==> config.mk <==
export PLATFORM = sky130hd
export DESIGN_NAME = nibble_serial_adder
export DESIGN_NICKNAME = d
export VERILOG_FILES = /design/src/rtl/nibble_serial_adder.sv
export SDC_FILE = /design/constraint.sdc
export NUM_CORES = 1
export LEC_CHECK = 0
export CAP_MARGIN = 30
export CORE_ASPECT_RATIO = 1.1
export CORE_MARGIN = 1
export CORE_UTILIZATION = 35
export CTS_CLUSTER_DIAMETER = 50
export DETAILED_ROUTE_END_ITERATION = 10
export HOLD_SLACK_MARGIN = 0.02
export PLACE_DENSITY = 0.58
export SLEW_MARGIN = 20
export SYNTH_ARGS = -nofsm -noshare
export SYNTH_HDL_FRONTEND = slang
export SYNTH_SLANG_ARGS = --single-unit
==> constraint.sdc <==
create_clock -name clk -period 2.8 [get_ports clk]
set_input_delay 0.84 -clock clk [delete_from_list [all_inputs] [get_ports clk]]
set_output_delay 0.84 -clock clk [all_outputs]
set_load 0.05 [all_outputs]
==> src/rtl/nibble_serial_adder.sv <==
// rtl/nibble_serial_adder.sv - bit-serial-by-nibble ripple-carry adder with IDLE/RUN/DONE control

module nibble_serial_adder #(
  parameter int WORDS = 4
) (
  input  logic                 clk,
  input  logic                 rst_n,
  input  logic                 start,
  input  logic [4*WORDS-1:0]   A,
  input  logic [4*WORDS-1:0]   B,
  input  logic                 Cin,
  output logic                 busy,
  output logic                 done,
  output logic [4*WORDS-1:0]   S,
  output logic                 Cout,
  output logic                 ovf
);

  localparam int W = 4 * WORDS;
  localparam logic [3:0] LAST = 4'(WORDS - 1);

  typedef enum logic [1:0] {IDLE, RUN, DONE} state_t;

  state_t         state_q, state_d;
  logic [3:0]     cnt_q, cnt_d;
  logic           carry_q, carry_d;
  logic [W-1:0]   a_q, a_d;
  logic [W-1:0]   b_q, b_d;
  logic [W-1:0]   acc_q, acc_d;
  logic [W-1:0]   s_q, s_d;
  logic           cout_q, cout_d;
  logic           ovf_q, ovf_d;

  logic [4:0]     c;
  logic [3:0]     sum;
  logic [W+3:0]   shifted;

  // One shared 4-bit ripple-carry slice working on the low nibble of the operand shifters
  always_comb begin
    c    = '0;
    sum  = '0;
    c[0] = carry_q;
    for (int i = 0; i < 4; i++) begin
      sum[i]   = a_q[i] ^ b_q[i] ^ c[i];
      c[i+1]   = (a_q[i] & b_q[i]) | (a_q[i] & c[i]) | (b_q[i] & c[i]);
    end
  end

  // Next-state, datapath updates and status outputs
  always_comb begin
    state_d = state_q;
    cnt_d   = cnt_q;
    carry_d = carry_q;
    a_d     = a_q;
    b_d     = b_q;
    acc_d   = acc_q;
    s_d     = s_q;
    cout_d  = cout_q;
    ovf_d   = ovf_q;
    // New slice result enters from the MSB end; the accumulator is internal so
    // the visible S keeps the previous result until the final nibble lands.
    shifted = {sum, acc_q};
    busy    = (state_q != IDLE);
    done    = (state_q == DONE);

    case (state_q)
      IDLE: begin
        if (start) begin
          a_d     = A;
          b_d     = B;
          carry_d = Cin;
          cnt_d   = LAST;
          acc_d   = '0;
          state_d = RUN;
        end
      end
      RUN: begin
        acc_d   = shifted[W+3:4];
        carry_d = c[4];
        a_d     = a_q >> 4;
        b_d     = b_q >> 4;
        if (cnt_q == 4'd0) begin
          s_d     = shifted[W+3:4];
          cout_d  = c[4];
          ovf_d   = c[3] ^ c[4];
          state_d = DONE;
        end else begin
          cnt_d = cnt_q - 4'd1;
        end
      end
      DONE: begin
        state_d = IDLE;
      end
      default: begin
        state_d = IDLE;
      end
    endcase
  end

  // State and datapath registers, cleared asynchronously by reset
  always_ff @(posedge clk or negedge rst_n) begin
    if (!rst_n) begin
      state_q <= IDLE;
      cnt_q   <= '0;
      carry_q <= 1'b0;
      a_q     <= '0;
      b_q     <= '0;
      acc_q   <= '0;
      s_q     <= '0;
      cout_q  <= 1'b0;
      ovf_q   <= 1'b0;
    end else begin
      state_q <= state_d;
      cnt_q   <= cnt_d;
      carry_q <= carry_d;
      a_q     <= a_d;
      b_q     <= b_d;
      acc_q   <= acc_d;
      s_q     <= s_d;
      cout_q  <= cout_d;
      ovf_q   <= ovf_d;
    end
  end

  assign S    = s_q;
  assign Cout = cout_q;
  assign ovf  = ovf_q;

endmodule

==> flow_metrics.py <==
metrics = {
    "final_layout": {
        "fin_area_sq_mm": 0.00391,
        "layout-drive-gt1-share_pct": 13.7,
        "diodes": 0,
        "syn2layout_area_growth_pct": 31.2,
        "layout.area.seq_sq_mm": 0.00173,
        "fillers": 772,
        "fin_nets": 344,
        "multiInputGateArea_sq_mm": 0.00113,
    },
    "placement": {
        "io_buffers": 55,
        "place_hpwl_mm": 3.82,
        "preCtsSetupSlack_ns": 0.406,
        "place_area_sq_mm": 0.00366,
        "routabilityCongestion": 0.696,
    },
    "route": {
        "antenna_left": 0,
        "num_vias": 1940,
        "wl_mm": 5.53,
        "vias_per_cell": 4.67,
        "drt_iter0_drc": 83,
        "routedWlPerCell_microns": 13.3,
        "first_pass_iters": 4,
        "route.detailed.drc": 0,
    },
    "critical_path": {
        "cp-end-kind": "output pin",
        "crit_path_start_kind": "flop",
        "reg2reg_depth": 7,
        "crit_type": "flop to output pin",
        "r2r-end": "ovf$_DFFE_PN0P_",
        "critPathMaxFanout": 7,
        "critical_path.cell_chain": "or2_2, clkdlybuf4s50_1",
        "path_buf_inv": 1,
        "slowest_delay_ns": 0.70,
        "regToRegStartpoint": "a_q[0]$_DFFE_PN0P_",
        "r2r_slack_ns": 0.41,
        "critPathSlowestCell": "clkdlybuf4s50_1",
        "cp.required_ns": 1.96,
        "crit_arrival_ns": 1.85,
        "crit_family": "buffers and inverters",
    },
    "grt": {
        "grt_overflow": 0,
        "grt_pass1_vias": 2042,
        "grt_max_degree": 57,
        "antenna_found_initial": 0,
        "grt.total_usage_pct": 13.8,
        "grt_pass1_wl_mm": 9.69,
    },
    "hold_path": {
        "hold-path-endpoint": "a_q[8]$_DFFE_PN0P_",
        "hold_class": "flop to flop",
        "hold_start": "a_q[8]$_DFFE_PN0P_",
        "holdPathStages": 2,
    },
    "yosys": {
        "yosys.cell_types.count": 29,
        "synthArstFlopShare_pct": 100,
        "netlist_instances": 245,
        "synthTopCellsByArea": "dfrtp_1 58%, mux2i_1 9.4%, mux2_2 5.3%",
        "yosysWarnings": 0,
        "synth_edf_count": 0,
        "syn_area_sq_mm": 0.00298,
        "synth.avg_cell_area_sq_um": 12.1,
        "synth.largest_area_cell": "dfrtp_1",
        "ys_seq_area_share_pct": 58.0,
        "synth_seq_cells": 69,
        "synth.top_cell.area_share_pct": 58.0,
        "dominantRegCellSynth": "dfrtp_1",
        "synth_fp_nets": 287,
    },
    "clock_tree": {
        "clk_pin_slew_worst_paths_ns": 0.07,
        "hold_buffers": 0,
        "htreeDepth": 3,
        "cts_tree": "done",
        "numCtsBuffers": 9,
        "clk_path_buf_depth": 2,
        "cts_resized": 0,
        "clkLatencyLatePin_ns": 0.34,
        "clock_sinks": 69,
        "cts_setup_buffers": 0,
        "cts_root_buf": "clkbuf_8",
    },
    "timing": {
        "hold_viol": 0,
        "setup-tns-final_ns": 0,
        "setup_viol": 0,
        "post-route-period-util_pct": 96.1,
        "drv_slew": 0,
        "fmax_mhz": 372,
        "layout_min_cycle_time_ns": 2.69,
        "tightest_slew_ns": 0.674,
        "setup_ws_ns": 0.110,
        "skew_ns": 0.00607,
        "slew_headroom_pct": 55.1,
        "rsz0062_at_grt": "no",
        "holdWs_ns": 0.482,
    },
    "run_status": {
        "outcome": "finished, final reports clean",
    },
    "die": {
        "die_w_microns": 89.9,
        "pin_count": 56,
        "rows": 34,
        "core-area_sq_mm": 0.00808,
        "die-area_sq_mm": 0.00887,
        "start_util_pct": 36.8,
        "dieHeight_microns": 98.7,
    },
    "power_and_ir_drop": {
        "p_total_w": 0.00481,
        "leakagePower_nw": 1.82,
        "vdd_drop_max_uv": 390,
        "power_density_mw_per_mm2": 1230,
    },
    "run": {
        "maxCapViolations": 0,
    },
}
==> kinds of logic (layout without fill, tap and decap cells) <==
kind of cell,after synthesis,after routing,share of synthesized area [%]
buffers and inverters,30,92,4.71
muxes,42,42,14.7
and+or+nand+nor,43,43,7.19
DFF,69,69,58.0
AOI/OAI and AO/OA,54,54,11.5
xor gates and xnor gates,1,1,0.294
adders and majority gates,6,6,3.53
==> state kept, by name, indices dropped and copies added, names as in the netlist <==
register	flops
Cout	1
S	16
a_q	16
acc_q	12
b_q	16
carry_q	1
cnt_q	4
ovf	1
state_q	2
==> layout make-up <==
cell class,count,area share (%)
sequential,69,44.2
multi-input combinational,146,28.9
timing repair buffer,60,15.6
clock buffer,10,3.52
tap,108,3.46
clock inverter,6,2.82
inverter,16,1.54
==> worst register-to-register path, delay by kind of cell (launching register included) <==
family	cells	cell delay, ns
mux	1	0.26
buf+inv	1	0.05
fa+ha+maj	4	1.42
flops	1	0.38
xor+xnor	1	0.18
==> through the flow <==
stage                     cells  util [%]
after global placement      399      45.2
after detailed placement    399      45.2
final                       415      48.3
after floorplan             245         -
after global routing        415      48.3
after CTS                   415      48.3
==> cell usage in the layout (no fill, tap or decap), drive strengths merged, types with 4 or more instances in the layout <==
| master | synthesis | final |
|---|---|---|
| mux2 | 14 | 14 |
| dfrtp | 69 | 69 |
| fa | 4 | 4 |
| inv | 16 | 16 |
| o21ai | 31 | 31 |
| nand2 | 28 | 28 |
| a22o | 17 | 17 |
| buf | 11 | 6 |
| clkbuf | 3 | 10 |
| mux2i | 28 | 28 |
| clkdlybuf4s50 | 0 | 54 |
==> synth_stat cells, types with 2 or more instances <==
master    count
or4_1         2
inv_1        16
clkbuf_1      3
a21oi_1       3
fa_1          4
dfrtp_1      69
nand2_1      28
buf_2         7
a22o_1       17
mux2_2       14
ha_1          2
mux2i_1      28
buf_4         3
o21ai_0      31
nor2_1        3
nor2b_1       2
==> where the power goes <==
group	internal, W	switching [W]	leakage, nW	total (W)
Sequential	0.00142	0.000241	0.881	0.00166
Clock	0.000614	0.000376	0.119	0.000990
Combinational	0.000923	0.00124	0.818	0.00216
==> metal layers <==
layer / GRT usage [%] / wire length (microns)
met4: 7.07 / 121
met2: 21.0 / 2480
met1: 18.3 / 2660
met5: 0 / 0
met3: 3.63 / 262
==> worst max path at each step <==
stage                      startpoint              end  depth (start not counted)
4_1_cts        state_q[0]$_DFFE_PN0P_             busy                          2
3_3_place_gp      carry_q$_DFFE_PN0P_  ovf$_DFFE_PN0P_                          7
6_report       state_q[0]$_DFFE_PN0P_             busy                          2
5_1_grt        state_q[0]$_DFFE_PN0P_             busy                          2
3_5_place_dp      carry_q$_DFFE_PN0P_  ovf$_DFFE_PN0P_                          7
2_1_floorplan     carry_q$_DFFE_PN0P_  ovf$_DFFE_PN0P_                          7
(Power assumes the default switching activity.)
